$ cat config.mk
export PLATFORM = sky130hd
export DESIGN_NAME = ram_init_v2
export DESIGN_NICKNAME = d
export VERILOG_FILES = /design/src/rtl/ram_init_pkg.sv /design/src/rtl/ram_init_seq.sv /design/src/rtl/ram_init_v2.sv
export SDC_FILE = /design/constraint.sdc
export NUM_CORES = 1
export LEC_CHECK = 0
export BUFFER_PORTS_ARGS = -buffer_cell sky130_fd_sc_hd__buf_2
export CAP_MARGIN = 40
export CORE_MARGIN = 5
export CORE_UTILIZATION = 45
export CTS_CLUSTER_DIAMETER = 200
export DETAILED_ROUTE_END_ITERATION = 12
export GPL_TIMING_DRIVEN = 0
export PLACE_DENSITY = 0.73
export SLEW_MARGIN = 25
export SYNTH_ARGS = -nofsm -noshare
export SYNTH_HDL_FRONTEND = slang
export SYNTH_HIERARCHICAL = 1
export SYNTH_SLANG_ARGS = --single-unit
export TNS_END_PERCENT = 100
$ cat constraint.sdc
create_clock -name clk -period 2 [get_ports clk]
set_input_delay 0.2 -clock clk [delete_from_list [all_inputs] [get_ports clk]]
set_output_delay 0.2 -clock clk [all_outputs]
set_load 0.02 [all_outputs]
$ cat src/rtl/ram_init_pkg.sv
// Shared defaults and power-up image for the ram_init_v2 memory.
package ram_init_pkg;
    localparam int DEF_ADDR_W = 4;
    localparam int DEF_DATA_W = 4;
    localparam int DEF_DEPTH  = 2 ** DEF_ADDR_W;

    // Power-up value of a word is its own address; callers truncate to their word width.
    function automatic logic [31:0] init_word(input logic [31:0] addr);
        return addr;
    endfunction
endpackage

$ cat src/rtl/ram_init_seq.sv
// Init sweep sequencer for ram_init_v2: walks every address once after reset
// and raises busy for exactly DEPTH cycles. Only used under RAM_INIT_SWEEP_EN.
module ram_init_seq
    import ram_init_pkg::*;
#(
    parameter int ADDR_W = DEF_ADDR_W
) (
    input  logic              clk,
    input  logic              rst,
    output logic              busy,
    output logic [ADDR_W-1:0] sweep_addr,
    output logic              sweep_we
);
    localparam logic [ADDR_W-1:0] LAST_ADDR = {ADDR_W{1'b1}};

    logic [ADDR_W-1:0] cnt_r;
    logic              busy_r;

    // Sweep counter and busy flag; reset (re)starts the sweep at address 0.
    always_ff @(posedge clk) begin
        if (rst) begin
            cnt_r  <= '0;
            busy_r <= 1'b1;
        end else if (busy_r) begin
            cnt_r <= cnt_r + 1'b1;
            if (cnt_r == LAST_ADDR) begin
                busy_r <= 1'b0;
            end else begin
                busy_r <= 1'b1;
            end
        end else begin
            cnt_r  <= cnt_r;
            busy_r <= 1'b0;
        end
    end

    assign busy       = busy_r;
    assign sweep_addr = cnt_r;
    assign sweep_we   = busy_r & ~rst;
endmodule

$ cat src/rtl/ram_init_v2.sv
// Single-port RAM with read-first sync read and a reset-triggered init sweep
// that restores the power-up image; the sweep is built only with RAM_INIT_SWEEP_EN.
module ram_init_v2
    import ram_init_pkg::*;
#(
    parameter int ADDR_W = DEF_ADDR_W,
    parameter int DATA_W = DEF_DATA_W
) (
    input  logic              clk,
    input  logic              rst,
    input  logic              we,
    input  logic [ADDR_W-1:0] addr,
    input  logic [DATA_W-1:0] din,
    output logic [DATA_W-1:0] dout,
    output logic              busy
);
    localparam int DEPTH = 2 ** ADDR_W;

    // A cleared valid bit means the word still holds its power-up value.
    logic [DATA_W-1:0] mem_r [DEPTH];
    logic [DEPTH-1:0]  valid_r;
    logic [DATA_W-1:0] rd_data_s;
    logic [DATA_W-1:0] dout_r;
    logic              busy_s;
    logic              sweep_we_s;
    logic [ADDR_W-1:0] sweep_addr_s;

`ifdef RAM_INIT_SWEEP_EN
    ram_init_seq #(.ADDR_W(ADDR_W)) u_seq (
        .clk        (clk),
        .rst        (rst),
        .busy       (busy_s),
        .sweep_addr (sweep_addr_s),
        .sweep_we   (sweep_we_s)
    );
`else
    assign busy_s       = 1'b0;
    assign sweep_we_s   = 1'b0;
    assign sweep_addr_s = '0;
`endif

    // Read word: stored data once written, otherwise the power-up image.
    always_comb begin
        if (valid_r[addr]) begin
            rd_data_s = mem_r[addr];
        end else begin
            rd_data_s = DATA_W'(init_word(32'(addr)));
        end
    end

    // Storage update: the sweep restores the image, user writes only when idle.
    always_ff @(posedge clk) begin
        if (sweep_we_s) begin
            valid_r[sweep_addr_s] <= 1'b0;
        end else if (we && !busy_s) begin
            mem_r[addr]   <= din;
            valid_r[addr] <= 1'b1;
        end else begin
            valid_r <= valid_r;
        end
    end

    // Registered read port; old word is captured on a same-address write.
    always_ff @(posedge clk) begin
        if (rst || busy_s) begin
            dout_r <= '0;
        end else begin
            dout_r <= rd_data_s;
        end
    end

    assign dout = dout_r;
    assign busy = busy_s;
endmodule

== Yosys cells after proc, flatten, opt, wreduce, memory -nomap -nowiden ==
Memories as Yosys holds them, arrays and structs flattened.
Cells that the tools add are included.

* Bits in registers: 20
* RAM bits: 64
* Input bits: 11
* Output and inout port bits: 5
* Logic and storage cells: 14
* Memories: 1

{| class="wikitable"
|+ Memories
! name !! words !! bits a word !! rd ports !! clocked after memory_dff !! write ports !! line !! text
|-
| mem_r || 16 || 4 || 1 || 0 || 1 || ram_init_v2.sv:20 || <nowiki>logic [DATA_W-1:0] mem_r [DEPTH];</nowiki>
|}

* Order comparisons: 2
* Multiplexer cells: 7
* Bitwise operators: 1
* Reduce and logical (&&, ||, !) cells: 1

{| class="wikitable"
|+ Operators with widths
! cell !! count
|-
| $or A16 B16 Y16 || 1
|-
| $lt A4 B5 Y1 const B || 1
|-
| $bmux W1 S4 || 1
|-
| $demux W1 S4 || 1
|-
| $ge A4 B1 Y1 const B || 1
|-
| $mux W1 || 4
|-
| $mux W4 || 1
|-
| $logic_and A1 B1 Y1 || 1
|}

== Depth between registers and ports, before layout ==
* Depth in word-level cells: 5
* Gate-level depth with buffers: 6
* Mapped depth without buffers: 4

== Least setup slack after synthesis ==
OpenSTA, ideal clock, no wires.

* Path type: input -> register
* Start: input port addr[1]
* End: memory mem_r[2][0] in the netlist's numbering (enable)
* Setup time: 0.361 ns
* Arrival: 1.316 ns
* Required time: 1.639 ns
* Path slack: 0.323 ns
* Stages: 5
* Buffers on the path: 2
* Cell sequence: buf_2 -> buf_2 -> nor2b_1 -> nand2_1 -> nor3_1

{| class="wikitable"
|+ RTL lines
! what !! line !! text
|-
| start: declaration || ram_init_v2.sv:12 || <nowiki>input logic [ADDR_W-1:0] addr,</nowiki>
|-
| end: declaration || ram_init_v2.sv:20 ||
|}

Straight into the memory's write port.

== Final worst setup path ==
* Start: input port addr[1]
* End: memory mem_r[14][3] in the netlist's numbering (enable)

Straight into the memory's write port.

==> flow_metrics.env <==
export IMPL_antenna_left=0
export IMPL_cp_common_cell="buf_2"
export IMPL_htreeDepth=3
export IMPL_io_pin_count=16
export IMPL_avgRoutedWirePerCell_um=19.9
export IMPL_holdWs_ns=0.0828
export IMPL_cap_violations=0
export IMPL_cts_hold_buf=0
export IMPL_r2r_start="valid_r[13]"
export IMPL_criticalPathCategory="input port to register"
export IMPL_gp_congestion=0.777
export IMPL_grt_start_max_net_pins=21
export IMPL_drv_slew=0
export IMPL_antenna_found_initial=0
export IMPL_globalRouteOverflowTotal=0
export IMPL_numCtsBuffers=9
export IMPL_syn_cell_area_um2=3520
export IMPL_fin_tns_setup_ns=0
export IMPL_routed_wl_um=6260
export IMPL_rr_worst_depth=4
export IMPL_critPathRequiredTime_ns=2.01
export IMPL_finalInstanceArea_um2=3870
export IMPL_end_kind="register"
export IMPL_fillers=636
export IMPL_clockBufferDepth=2
export IMPL_fin_crit_sh=0.921
export IMPL_timing_final_hold_violations=0
export IMPL_syn_area_per_cell_um2=19.1
export IMPL_grt_pass1_wl_um=10200
export IMPL_syn_nets=195
export IMPL_initial_core_util=0.458
export IMPL_critical_path_slowest_cell="nor2b_1"
export IMPL_die_y_um=98.4
export IMPL_clk_pin_slew_worst_paths_ns=0.07
export IMPL_num_nets_final=220
export IMPL_synth_cells=184
export IMPL_final_cells=315
export IMPL_rows=32
export IMPL_worst_slew_pin_slew_ns=0.578
export IMPL_rsz0062_at_grt="no"
export IMPL_cts_tree="yes"
export IMPL_area_growth_pct=10.1
export IMPL_regToRegSetupSlack_ns=0.27
export IMPL_ys_warnings_count=6
export IMPL_place_hpwl_um=4260
export IMPL_grt_pass1_vias=1761
export IMPL_skew_ns=0.00758
export IMPL_core_area_um2=7690
export IMPL_leakagePower_nw=1.33
export IMPL_yosysMostFrequentCell="edfxtp_1"
export IMPL_synthDistinctLibCells=32
export IMPL_ys_top_cells_by_count="edfxtp_1 (80), a21o_1 (13), nor2_1 (13)"
export IMPL_vias=1752
export IMPL_powerDensity_nw_per_um2=839
export IMPL_cp_endpoint="mem_r[14][3]"
export IMPL_port_buffers=14
export IMPL_antenna_cells=0
export IMPL_dp_cells=300
export IMPL_track_usage=0.141
export IMPL_dr_pass1_iters=4
export IMPL_ys_seq_elements=84
export IMPL_synth_seq_area_share=0.706
export IMPL_post_route_util=0.504
export IMPL_vias_per_cell=5.56
export IMPL_clock_latency_ns=0.34
export IMPL_die_area_um2=9680
export IMPL_max_freq_ghz=0.543
export IMPL_worstPathCellList="buf_2 -> buf_2 -> buf_2 -> nor2b_1 -> nand2_1 -> nor2_1"
export IMPL_synth_edf_count=80
export IMPL_status="finished, final reports clean"
export IMPL_fp_dieW_um=98.4
export IMPL_synthFlopType="edfxtp_1"
export IMPL_drt_first_iter_violations=136
export IMPL_post_route_worst_setup_slack_ns=0.159
export IMPL_critPathMaxStageDelay_ns=0.41
export IMPL_place_ws_ns=-0.327
export IMPL_fin_crit_ns=1.84
export IMPL_start_kind="input port"
export IMPL_place_area_um2=3710
export IMPL_drive_gt1_frac=0.235
export IMPL_relSlewSlack=0.612
export IMPL_crit_start="addr[1]"
export IMPL_peakVddDrop_uv=485
export IMPL_yosys_top_cells_area="edfxtp_1 (68%), mux4_1 (9.0%), mux4_2 (5.1%)"
export IMPL_r2r_end="dout[3]"
export IMPL_finalSetupViolCount=0
export IMPL_drc_errors=0
export IMPL_yosys_area_top_type_share=0.683
export IMPL_power_mw=3.25
export IMPL_crit_arrival_ns=1.85
export IMPL_synth_top_area_cell="edfxtp_1"
export IMPL_cts_sinks=84
export IMPL_synth_async_reset_ratio=0
export IMPL_cp_max_fo=10
export IMPL_cts_root_buffer="clkbuf_8"
export IMPL_hold_path_class="input port to register"
## registers in the layout, indices dropped and copies added, names as in the netlist
name / cells
dout: 4
valid_r: 16
mem_r: 64
## worst max-delay path, delay by kind of cell
family        cells  cell delay (ns)
buf+inv           3             0.60
simple gates      3             1.05
## routing by layer
metal,GRT usage,vias to the layer above,part of all wire
li1,-,808,-
met1,0.192,889,0.45
met2,0.209,48,0.48
met3,0.0450,7,0.056
met4,0.0630,0,0.016
met5,0,-,0
## cells in the final DEF, fill, tap and decap left out, drive strengths merged
cell     n
edfxtp  80
buf     24
mux4    20
nor2    14
a21o    13
clkbuf  13
nand2    4
nor2b    4
a31o     4
dfxtp    4
nor3     4
clkinv   4
a22o     3
nand4b   3
o21ai    3
a221oi   3
nand2b   2
a22oi    2
and2     1
nand3    1
mux2i    1
a211o    1
inv      1
nand3b   1
o311ai   1
a21oi    1
conb     1
## cells by family after synthesis
kind of cell           share of synthesized area
other                                    0.00107
multiplexers                               0.144
AO/OA/AOI/OAI                             0.0740
AND/OR/NAND/NOR                           0.0491
flip-flops                                 0.706
buffers and inverters                     0.0263
## power by group
group | internal [mW] | leakage [nW] | switching [mW] | total, mW
clock network | 0.433 | 0.0780 | 0.545 | 0.978
registers | 1.98 | 0.766 | 0.0166 | 2.00
logic | 0.114 | 0.486 | 0.156 | 0.270
## worst min-delay path by stage
stage | startpoint | endpoint | slack [ns] | depth (start not counted)
finish | rst | dout[2] | 0.08 | 2
global route | rst | dout[2] | 0.06 | 2
CTS | rst | dout[2] | 0.06 | 2
detailed placement | rst | dout[2] | 0.43 | 2
global placement | rst | dout[2] | 0.41 | 2
floorplan | rst | dout[2] | 0.27 | 1
## repair_timing
action / CTS / global route
endpoints found under the setup margin: 0 / 8
resized for setup: 0 / 2
setup buffers: 0 / 0
## final cells by class
type                    instances  area, um^2  area share
clock inverters                 4        17.5     0.00452
repair buffers                 14        70.1      0.0181
multi-input cells              87         952       0.246
well taps                     102         128      0.0329
inverters                       1        3.75    0.000969
clock buffers                  11         131      0.0339
plain buffers                  12        88.8      0.0229
flip-flops and latches         84        2480       0.641
Note: power is estimated with default switching activity, not from simulation.
